==> src/rtl/regfile_wb_arbiter.sv <==
// regfile_wb_arbiter: regfile write-port arbiter (A/B) with busy scoreboard; define RF_WB_RR_EN for round-robin, else fixed A priority
module regfile_wb_arbiter #(
  parameter int DATA_W = 32,
  parameter int ADDR_W = 5
) (
  input  logic              clk,
  input  logic              rst_n,
  input  logic              a_valid,
  output logic              a_ready,
  input  logic [ADDR_W-1:0] a_reg,
  input  logic [DATA_W-1:0] a_data,
  input  logic              b_valid,
  output logic              b_ready,
  input  logic [ADDR_W-1:0] b_reg,
  input  logic [DATA_W-1:0] b_data,
  input  logic              rsv_valid,
  input  logic [ADDR_W-1:0] rsv_reg,
  input  logic [ADDR_W-1:0] chk_reg1,
  input  logic [ADDR_W-1:0] chk_reg2,
  output logic              busy1,
  output logic              busy2,
  output logic [ADDR_W-1:0] write_reg,
  output logic [DATA_W-1:0] write_data,
  output logic              write_enable
);
  localparam int N = 2 ** ADDR_W;
  localparam logic [N-1:0] ONE = {{(N-1){1'b0}}, 1'b1};
  logic              grant_a, grant_b;
  logic [ADDR_W-1:0] write_reg_q, write_reg_d;
  logic [DATA_W-1:0] write_data_q, write_data_d;
  logic              write_enable_q, write_enable_d;
  logic [N-1:0]      busy_q, busy_d, set_v, clr_v;
`ifdef RF_WB_RR_EN
  logic              last_b_q, last_b_d;
`endif

  // Grants are held low in reset; a new reservation overrides a same-edge completing write; entry 0 never busy
  always_comb begin
`ifdef RF_WB_RR_EN
    grant_a = rst_n & a_valid & (~b_valid | last_b_q);
`else
    grant_a = rst_n & a_valid;
`endif
    grant_b = rst_n & b_valid & ~grant_a;
`ifdef RF_WB_RR_EN
    last_b_d = grant_a ? 1'b0 : grant_b ? 1'b1 : last_b_q;
`endif
    write_reg_d = grant_a ? a_reg : grant_b ? b_reg : write_reg_q;
    write_data_d = grant_a ? a_data : grant_b ? b_data : write_data_q;
    write_enable_d = (grant_a | grant_b) & (write_reg_d != '0);
    set_v = rsv_valid ? (ONE << rsv_reg) : '0;
    clr_v = write_enable_q ? (ONE << write_reg_q) : '0;
    busy_d = ((busy_q & ~clr_v) | set_v) & ~ONE;
  end

  // Output beat register and scoreboard; reset pointer favours A
  always_ff @(posedge clk or negedge rst_n) begin
    if (!rst_n) begin
      write_reg_q <= '0;
      write_data_q <= '0;
      write_enable_q <= 1'b0;
      busy_q <= '0;
`ifdef RF_WB_RR_EN
      last_b_q <= 1'b1;
`endif
    end else begin
      write_reg_q <= write_reg_d;
      write_data_q <= write_data_d;
      write_enable_q <= write_enable_d;
      busy_q <= busy_d;
`ifdef RF_WB_RR_EN
      last_b_q <= last_b_d;
`endif
    end
  end

  assign a_ready = grant_a;
  assign b_ready = grant_b;
  assign busy1 = busy_q[chk_reg1];
  assign busy2 = busy_q[chk_reg2];
  assign write_reg = write_reg_q;
  assign write_data = write_data_q;
  assign write_enable = write_enable_q;
endmodule

==> config.mk <==
export PLATFORM = sky130hd
export DESIGN_NAME = regfile_wb_arbiter
export DESIGN_NICKNAME = d
export VERILOG_FILES = /design/src/rtl/regfile_wb_arbiter.sv
export SDC_FILE = /design/constraint.sdc
export NUM_CORES = 1
export LEC_CHECK = 0
export BUFFER_PORTS_ARGS = -buffer_cell sky130_fd_sc_hd__buf_4
export CAP_MARGIN = 20
export CORE_MARGIN = 2
export CORE_UTILIZATION = 49
export CTS_CLUSTER_DIAMETER = 50
export CTS_CLUSTER_SIZE = 25
export DETAILED_ROUTE_END_ITERATION = 8
export GPL_ROUTABILITY_DRIVEN = 0
export GPL_TIMING_DRIVEN = 1
export HOLD_SLACK_MARGIN = 0.06
export PLACE_DENSITY = 0.8
export SYNTH_ARGS = -nofsm -noshare
export SYNTH_HDL_FRONTEND = slang
export SYNTH_SLANG_ARGS = --single-unit
==> constraint.sdc <==
create_clock -name clk -period 1.7 [get_ports clk]
set_input_delay 0.085 -clock clk [delete_from_list [all_inputs] [get_ports clk]]
set_output_delay 0.085 -clock clk [all_outputs]
set_load 0.05 [all_outputs]
# Yosys cells after proc, flatten, opt, wreduce, memory -nomap -nowiden
# Index checks and enable logic that the tools add are counted.
dict set report classes {
  order_cmp 2
  shifts 2
  n_mux 10
  n_bitwise 9
  n_reduce_logical 2
}
# operator n
set ops {}
lappend ops {{$mux 32} 4}
lappend ops {{$shl 1x5->32 const A} 2}
lappend ops {{$and 32x32->32} 1}
lappend ops {{$not 32->32} 1}
lappend ops {{$or 32x32->32} 1}
lappend ops {{$lt 5x6->1 const B} 2}
lappend ops {{$bmux 1 s5} 2}
lappend ops {{$mux 5} 2}
lappend ops {{$reduce_bool 5->1} 1}
lappend ops {{$and 1x1->1} 4}
lappend ops {{$mux 1} 2}
lappend ops {{$reduce_bool 2->1} 1}
lappend ops {{$not 1->1} 1}
lappend ops {{$or 1x1->1} 1}
dict set report totals {
  register_bits 69
  input_bits 94
  output_inout_bits 42
  word_cells 29
}

# Depth between registers and ports, before layout
# Gate-level depths: netlist (run 1).
dict set report depth {
  word_depth 7
  ltp_mapped 5
  ltp_nobuf 4
}

# Least setup slack after synthesis (run 1)
# OpenSTA, ideal clock, no wires.
dict set report synth_path {
  path_kind {input to output}
  startpoint {in chk_reg1[0]}
  endpoint {out busy1}
  arrival_time_ns 1.609
  t_required_ns 1.615
  setup_slack_ns 0.006
  cell_stages 5
  path_buffers 1
  path_cell_list {clkbuf_1 > mux4_2 > nand2b_1 > o211ai_1 > nand4_1}
}
dict set report synth_between {
  elab_chain_len 2
}
# element line
set synth_rtl {}
lappend synth_rtl {{start: declaration} 18} ;# input logic [ADDR_W-1:0] chk_reg1,
lappend synth_rtl {{$bmux 1 s5} 79} ;# assign busy1 = busy_q[chk_reg1];
lappend synth_rtl {{$mux 1 (not written as such)} 79}
lappend synth_rtl {{end: declaration} 20} ;# output logic busy1,
# Every way passes these cells. The select of a mux whose other input is x is not followed.

# Final worst setup path (run 1)
dict set report layout_path {
  startpoint {reg busy_q[7]}
  endpoint {out busy2}
}
dict set report layout_between {
  elab_chain_len 2
}
# element line
set layout_rtl {}
lappend layout_rtl {{start: declaration} 32} ;# logic [N-1:0] busy_q, busy_d, set_v, clr_v;
lappend layout_rtl {{start signal: assignment} 70} ;# busy_q <= busy_d;
lappend layout_rtl {{$bmux 1 s5} 80} ;# assign busy2 = busy_q[chk_reg2];
lappend layout_rtl {{$mux 1 (not written as such)} 80}
lappend layout_rtl {{end: declaration} 21} ;# output logic busy2,
# Every way passes these cells. The select of a mux whose other input is x is not followed.

==> flow_summary.yaml, run 1 <==
status:
  outcome: "finished, violations left"
  failed_checks: "setup timing"
cts:
  worst_skew_pair.late_latency_ns: 0.34
  htreeDepth: 3
  clockRootBuffer: "sky130_fd_sc_hd__clkbuf_8"
  cts_tree: "done"
  clockBufferDepth: 2
  path_clk_slew_ns: 0.07
  cts_sinks: 69
  cts_made_buffers: 9
finish:
  largest_register_ffs: 32
  antennaDiodeCount: 0
  layout-drive-gt1-share_pct: 31.0
  finalNonFillerCells: 653
  regArea_mm2: 0.00173
  multiInputGateArea_mm2: 0.00186
  synthToLayoutAreaGrowth_pct: 51.9
  nFillCells: 484
  finish.net_count: 646
  layout.core_utilization_pct: 76.3
worst_setup_path:
  startpoint_to_endpoint_class_of_the_critical_path: "reg -> out"
  worst_setup_path_end_kind: "output pin"
  crit_fanout: 3
  worst_setup_path_startpoint: "busy_q[7]$_DFF_PN0_"
  worst_setup_path_start_kind: "flip-flop"
  r2r_cells: 3
  crit_required_ns: 1.62
  reg2reg_to: "write_enable$_DFF_PN0_"
  crit-reg2reg-launch: "write_reg[1]$_DFF_PN0_"
  r2r_setup_slack_ns: 0.27
  data_arrival_time_at_the_worst_slack_endpoint_ns: 1.75
floorplanning:
  initial_utilization_pct: 50.2
  overall_die_height_um: 90.0
  ios: 136
  die_area_mm2: 0.00810
  floorplan.rows: 31
  die_x_um: 90.0
  core_mm2: 0.00721
global_route:
  grt_start_max_net_pins: 63
  met2_usage_pct: 52.9
  global_route_wire_length_before_repair_mm: 20.0
  grt_antenna_before_repair: 0
  met1_usage_pct: 35.3
  global_route.peak_usage_layer: "met2"
  via_count_of_the_first_global_routing_pass: 3945
  grt_util_all_layers_pct: 31.4
  global_route.usage.met3_pct: 8.55
  grt_overflow_total: 0
timing:
  fin_skew_ns: 0.00564
  rsz0062_at_grt: "true"
  slew-limit-headroom_pct: 68.2
  timing.final.crit_period_ns: 1.83
  report.final.slew_viol_count: 0
  setup_tns_ns: -0.249
  period_share_pct: 108
  finalHoldViolCount: 0
  max_freq_mhz: 546
  timing.final.setup_violations: 2
  finalWorstSetupSlack_ns: -0.130
  timing_worst_slew_pin_value_ns: 0.477
logic_synthesis:
  synthCells: 368
  synth_nets: 462
  synth.ff_latch_count: 69
  netlist-cell-type-count: 30
  netlist_area_mm2: 0.00362
  synth-warning-count: 0
  yosysSeqAreaShare_pct: 47.7
  syn-mean-instance-area_um2: 9.85
hold_path:
  hold_path_class: "in -> reg"
  hold_path_depth: 3
  hold_path.startpoint: "b_data[26]"
  worstHoldEndpoint: "write_data[26]$_DFFE_PN0P_"
route:
  routed_length_per_placed_instance_um: 18.8
  num_vias: 3777
  drtPass1Iterations: 5
  vias_per_cell: 5.78
  drt-initial-drc-count: 219
  ant_nets: 0
  drt_drc_violations_left: 0
  wl_mm: 12.3
job:
  max-cap-violations: 0
power_and_ir_drop:
  peakVddDrop_v: 0.000578
  power.leakage_nw: 2.58
  power_density_mw_per_mm2: 1040
placement:
  hpwl_reported_at_the_end_of_detailed_placement_mm: 7.84
  io_buffer_count: 135
  placed_cells_incl_taps: 590
[critical path, cell delays in order (launching register included)]
cell and delay [ns]:
sky130_fd_sc_hd__dfrtp_1 0.39, sky130_fd_sc_hd__mux4_2 0.46, sky130_fd_sc_hd__nand2b_4 0.14, sky130_fd_sc_hd__o211ai_1 0.08
sky130_fd_sc_hd__nand4_1 0.15, sky130_fd_sc_hd__buf_6 0.18
[power by group]
| group | internal, mW | switching [mW] | total, mW |
|---|---|---|---|
| registers | 2.04 | 0.315 | 2.36 |
| logic | 0.865 | 1.19 | 2.05 |
| clock network | 0.731 | 0.572 | 1.30 |
| total | 3.64 | 2.07 | 5.71 |
[placed cells by master (no fill, tap or decap), types with 2 or more instances in the layout]
cell type / Yosys / final
sky130_fd_sc_hd__buf_4: 0 / 135
sky130_fd_sc_hd__o21ai_0: 93 / 93
sky130_fd_sc_hd__dfrtp_1: 69 / 69
sky130_fd_sc_hd__mux2i_1: 49 / 49
sky130_fd_sc_hd__dlygate4sd3_1: 0 / 49
sky130_fd_sc_hd__nand2_1: 40 / 39
sky130_fd_sc_hd__nand3_1: 14 / 14
sky130_fd_sc_hd__nand2b_1: 16 / 12
sky130_fd_sc_hd__clkbuf_8: 0 / 11
sky130_fd_sc_hd__nor2_1: 10 / 10
sky130_fd_sc_hd__a21oi_1: 10 / 10
sky130_fd_sc_hd__nor2b_1: 8 / 8
sky130_fd_sc_hd__mux4_2: 6 / 6
sky130_fd_sc_hd__inv_1: 4 / 4
sky130_fd_sc_hd__o22ai_1: 4 / 4
sky130_fd_sc_hd__nand4_1: 4 / 4
sky130_fd_sc_hd__nand2b_4: 0 / 4
sky130_fd_sc_hd__a22oi_1: 4 / 4
sky130_fd_sc_hd__buf_6: 1 / 4
sky130_fd_sc_hd__nand3b_1: 2 / 2
sky130_fd_sc_hd__or2_2: 2 / 2
sky130_fd_sc_hd__nand4b_1: 2 / 2
sky130_fd_sc_hd__or2_0: 2 / 2
sky130_fd_sc_hd__o2111ai_2: 0 / 2
sky130_fd_sc_hd__a211oi_1: 2 / 2
sky130_fd_sc_hd__o211ai_1: 2 / 2
sky130_fd_sc_hd__buf_12: 0 / 2
[metrics by stage]
| step | setup WS [ns] | power, mW | cell area, um2 | hold WS (ns) |
|---|---|---|---|---|
| 5_1_grt | -0.184 | 5.98 | 5510 | 0.0903 |
| 4_1_cts | -0.114 | 5.64 | 5490 | 0.0621 |
| 6_report | -0.130 | 5.71 | 5510 | 0.0647 |
| 3_5_place_dp | 0.189 | 4.21 | 4760 | -0.0565 |
| 2_1_floorplan | 0.00646 | 3.47 | 3620 | -0.211 |
| 3_3_place_gp | 0.218 | 4.14 | 4760 | -0.0569 |
[worst max path at each step]
stage                  to  slack, ns  cells after the start
floorplan           busy1      0.006                      5
global placement    busy1       0.22                      5
detailed placement  busy1       0.19                      5
CTS                 busy1      -0.11                      4
global route        busy1      -0.18                      5
finish              busy2      -0.13                      5
[layout make-up]
cell class	instances	share of cell area (%)
clock buffer	11	2.75
multi-input combinational	278	33.9
timing repair buffer	190	28.9
tap	99	2.25
inverter	4	0.273
clock inverter	2	0.636
sequential	69	31.4
[routing by layer]
metal  routed length, um  vias up
met5                   0        -
met4                 760        0
met3                1100       68
met2                6080      231
met1                4350     1771
li1                    -     1707
[synthesized netlist by cell type]
| library cell | number | area [um2] |
|---|---|---|
| sky130_fd_sc_hd__dfrtp_1 | 69 | 1730 |
| sky130_fd_sc_hd__nand2_1 | 40 | 150 |
| sky130_fd_sc_hd__o2111ai_1 | 2 | 17.5 |
| sky130_fd_sc_hd__and3_1 | 1 | 6.26 |
| sky130_fd_sc_hd__inv_1 | 4 | 15.0 |
| sky130_fd_sc_hd__clkbuf_1 | 10 | 37.5 |
| sky130_fd_sc_hd__or2_2 | 2 | 12.5 |
| sky130_fd_sc_hd__a21oi_1 | 10 | 50.1 |
| sky130_fd_sc_hd__o221a_4 | 1 | 20.0 |
| sky130_fd_sc_hd__mux2i_1 | 49 | 490 |
| sky130_fd_sc_hd__nor2b_1 | 8 | 50.1 |
| sky130_fd_sc_hd__nand3b_1 | 2 | 15.0 |
| sky130_fd_sc_hd__nand2b_1 | 16 | 100 |
| sky130_fd_sc_hd__o21ai_0 | 93 | 465 |
| sky130_fd_sc_hd__nand3_1 | 14 | 70.1 |
| sky130_fd_sc_hd__a22oi_1 | 4 | 30.0 |
| sky130_fd_sc_hd__o211ai_1 | 2 | 15.0 |
| sky130_fd_sc_hd__nand4_1 | 4 | 25.0 |
| sky130_fd_sc_hd__nand4b_1 | 2 | 17.5 |
| sky130_fd_sc_hd__buf_6 | 1 | 11.3 |
| sky130_fd_sc_hd__buf_2 | 6 | 30.0 |
| sky130_fd_sc_hd__mux4_2 | 6 | 135 |
| sky130_fd_sc_hd__o221a_1 | 1 | 11.3 |
| sky130_fd_sc_hd__o21ai_1 | 1 | 5.00 |
| sky130_fd_sc_hd__a211oi_1 | 2 | 15.0 |
| sky130_fd_sc_hd__o21a_4 | 1 | 15.0 |
| sky130_fd_sc_hd__or2_0 | 2 | 12.5 |
| sky130_fd_sc_hd__o22ai_1 | 4 | 25.0 |
| sky130_fd_sc_hd__o41a_1 | 1 | 11.3 |
| sky130_fd_sc_hd__nor2_1 | 10 | 37.5 |
[timing repair]
action | CTS | global route
setup endpoints to repair | 2 | 6
endpoints found under the hold margin | 94 | 0
setup buffers | 0 | 1
hold buffers | 49 | 0
resized for setup | 8 | 3
pin swaps | 5 | 1
[kinds of logic after synthesis]
group,after synthesis,share of synthesized area [%]
flip-flops,69,47.7
AO/OA/AOI/OAI,122,18.8
AND/OR/NAND/NOR,101,13.7
buffers and inverters,21,2.59
multiplexers,55,17.3
No activity file was read; power rests on OpenSTA's default activity.
==> inputs of run 2 (changes only) <==
--- a/config.mk
+++ b/config.mk
@@ -5,10 +5,10 @@
 export SDC_FILE = /design/constraint.sdc
 export NUM_CORES = 1
 export LEC_CHECK = 0
+export ABC_AREA = 1
 export BUFFER_PORTS_ARGS = -buffer_cell sky130_fd_sc_hd__buf_4
 export CAP_MARGIN = 20
-export CORE_MARGIN = 2
-export CORE_UTILIZATION = 49
+export CORE_UTILIZATION = 50
 export CTS_CLUSTER_DIAMETER = 50
 export CTS_CLUSTER_SIZE = 25
 export DETAILED_ROUTE_END_ITERATION = 8
==> run 2 against run 1 <==
Compared with the run above:
- the run now ends clean
- sequential share of layout area shrank 1.1 points
- cell area grew 3.6%
- cell count grew 26%
- non-clock buffer count grew 8
- worst setup slack gained 0.22 ns
- combinational power grew 7%
- wire length grew 9.5%
- global-route usage grew 3.3 points
- via count grew 23%
- sequential cell count is the same
- maximum frequency grew 13%
- worst hold slack lost 0.0055 ns
==> flow_summary.yaml, run 2 <==
worst_setup_path:
  startpoint_to_endpoint_class_of_the_critical_path: "in -> reg"
  timing.critical_path.slowest_cell_delay_ns: 0.58
  worst_setup_path_start_kind: "input port"
  crit_fanout: 37
  largest_delay_share_family_worst_path: "buffers and inverters"
  worst-path-stages: 8
  worst_setup_path_end_kind: "flip-flop"
  crit-reg2reg-launch: "write_reg[2]$_DFF_PN0_"
  crit_required_ns: 1.99
  critical-path-slowest-cell: "sky130_fd_sc_hd__dlygate4sd3_1"
  reg2reg_to: "busy_q[15]$_DFF_PN0_"
  r2r_cells: 5
  r2r_setup_slack_ns: 0.25
  data_arrival_time_at_the_worst_slack_endpoint_ns: 1.90
  worst_path_cell_chain: "buf_4 -> nand2_4 -> nand2_8 -> inv_1 -> buf_6 -> nand2_1 -> o21ai_1 -> dlygate4sd3_1"
  cp.buffers_inverters: 4
route:
  drt_drc_violations_left: 0
  vias_per_cell: 5.67
  num_vias: 4648
  wl_mm: 13.5
  drtPass1Iterations: 5
  ant_nets: 0
  routed_length_per_placed_instance_um: 16.4
  drt-initial-drc-count: 438
global_route:
  via_count_of_the_first_global_routing_pass: 4410
  grt_util_all_layers_pct: 34.6
  grt_overflow_total: 0
  grt_antenna_before_repair: 0
  grt_start_max_net_pins: 38
  global_route_wire_length_before_repair_mm: 20.8
cts:
  cts_made_buffers: 9
  path_clk_slew_ns: 0.08
  clockRootBuffer: "sky130_fd_sc_hd__clkbuf_8"
  cts_tree: "done"
  postCtsSetupBuffers: 0
  cts_sinks: 69
  htreeDepth: 3
  clockBufferDepth: 2
  worst_skew_pair.late_latency_ns: 0.35
logic_synthesis:
  netlist_area_mm2: 0.00384
  synth_nets: 630
  top_reg_cell_synth: "sky130_fd_sc_hd__dfrtp_1"
  yosys.area.top_type: "sky130_fd_sc_hd__dfrtp_1"
  synth.ff_latch_count: 69
  synthDominantCellAreaShare_pct: 45.0
  synth-warning-count: 0
  synth_edf_count: 0
  yosys.cell_count.top_type: "sky130_fd_sc_hd__nand2_1"
  yosysSeqAreaShare_pct: 45.0
  netlist-cell-type-count: 21
  yosys-top-cells-count: "143 x sky130_fd_sc_hd__nand2_1, 115 x sky130_fd_sc_hd__o21ai_0, 69 x sky130_fd_sc_hd__dfrtp_1"
  syn-mean-instance-area_um2: 7.16
  synthCells: 536
  post_synth_main_area_contributors: "sky130_fd_sc_hd__dfrtp_1 45%, sky130_fd_sc_hd__o21ai_0 15%, sky130_fd_sc_hd__nand2_1 14%, sky130_fd_sc_hd__nand3_1 7.4%, sky130_fd_sc_hd__nor2_1 4.7%"
  share_of_flip_flops_with_an_asynchronous_set_or_reset_after_synthesis_pct: 100
floorplanning:
  floorplan.rows: 31
  die_x_um: 89.6
  core_mm2: 0.00733
  initial_utilization_pct: 52.3
  ios: 136
  overall_die_height_um: 89.6
  die_area_mm2: 0.00803
finish:
  finalNonFillerCells: 820
  mostFrequentLayoutCell: "sky130_fd_sc_hd__nand2_1"
  largest_register_ffs: 32
  final_design_area_no_fill_mm2: 0.00570
  synthToLayoutAreaGrowth_pct: 48.6
  finish.net_count: 810
  layout-drive-gt1-share_pct: 22.9
  nFillCells: 471
  antennaDiodeCount: 0
  most_frequent_cells_in_the_layout: "143 x sky130_fd_sc_hd__nand2_1, 138 x sky130_fd_sc_hd__buf_4, 115 x sky130_fd_sc_hd__o21ai_0"
timing:
  timing.final.crit_period_ns: 1.61
  slew-limit-headroom_pct: 65.9
  timing_worst_slew_pin_value_ns: 0.510
  setup_tns_ns: 0
  report.final.slew_viol_count: 0
  finalHoldViolCount: 0
  fin_skew_ns: 0.0121
  period_share_pct: 94.9
  rsz0062_at_grt: "false"
  max_freq_mhz: 620
  timing.final.setup_violations: 0
  final.hold.worst_slack_ns: 0.0592
placement:
  hpwl_reported_at_the_end_of_detailed_placement_mm: 8.37
  placed_cells_incl_taps: 746
  io_buffer_count: 135
  dpl_cell_area_mm2: 0.00485
hold_path:
  hold_path_depth: 3
  hold_path.startpoint: "a_data[16]"
  worstHoldEndpoint: "write_data[16]$_DFFE_PN0P_"
  hold_path_class: "in -> reg"
power_and_ir_drop:
  power.leakage_nw: 2.78
  peakVddDrop_v: 0.000627
  power_density_mw_per_mm2: 1100
status:
  outcome: "completed"
job:
  max-cap-violations: 0
## run 2: changes by cell type after synthesis, sizes merged, moves of 33 or more
cell   previous run  this run
mux2i            49         0
nor2             10        48
o21ai            94       127
nand2            40       145
nand3            14        58
inv               4        40
## run 2: cells by family (layout without fill, tap and decap cells)
logic type	count (synthesis)	in the layout	synth area share (%)
and+or+nand+nor	270	270	30.1
AOI/OAI and AO/OA	128	128	16.8
DFF	69	69	45.0
buffers and inverters	69	254	8.15
## run 2: where the power goes
group	internal (mW)	switching, mW	leakage, nW
logic	0.844	1.35	1.88
clock network	0.975	0.648	0.116
registers	2.08	0.394	0.785
## run 2: routing by layer
layer  GRT usage [%]  part of all wire [%]  vias up
met3            7.59                   8.0       57
met4            16.9                   4.3        0
met5               0                     0        -
met1            42.2                    39     2168
met2            58.5                    49      291
li1                -                     -     2132
## run 2: timing repair
item / 4_1_cts / 5_1_grt
hold endpoints to repair: 103 / 1
endpoints found under the setup margin: 0 / 20
hold buffers: 57 / 1
gates resized for setup: 0 / 3
## run 2: area by class of cell
cell class	count	area [um2]	share of cell area, %
Sequential cell	69	1730	30.3
Timing Repair Buffer	198	1660	29.1
Clock inverter	6	111	1.95
Clock buffer	10	128	2.24
Tap cell	99	124	2.17
Multi-Input combinational cell	398	1800	31.6
Inverter	40	153	2.68
## run 2: tightest hold or removal path, delay by kind of cell
family / cells / cell delay, ns
buf+inv: 1 / 0.08
compound gates: 2 / 0.21
## run 2: worst max path at each step
stage / startpoint / end
after floorplan: write_reg[2]$_DFF_PN0_ / busy_q[31]$_DFF_PN0_
after global placement: rst_n / write_data[1]$_DFFE_PN0P_
after detailed placement: rst_n / write_data[4]$_DFFE_PN0P_
after CTS: rst_n / write_data[8]$_DFFE_PN0P_
after global routing: busy_q[22]$_DFF_PN0_ / busy2
final: rst_n / write_data[20]$_DFFE_PN0P_
## run 2: per-stage QoR
stage,util (%),power [mW],setup WS [ns]
6_report,77.8,6.29,0.0871
5_1_grt,77.8,6.60,0.000497
4_1_cts,77.5,6.20,0.0480
3_5_place_dp,66.2,4.44,0.176
3_3_place_gp,66.2,4.39,0.277
2_1_floorplan,-,3.69,0.171
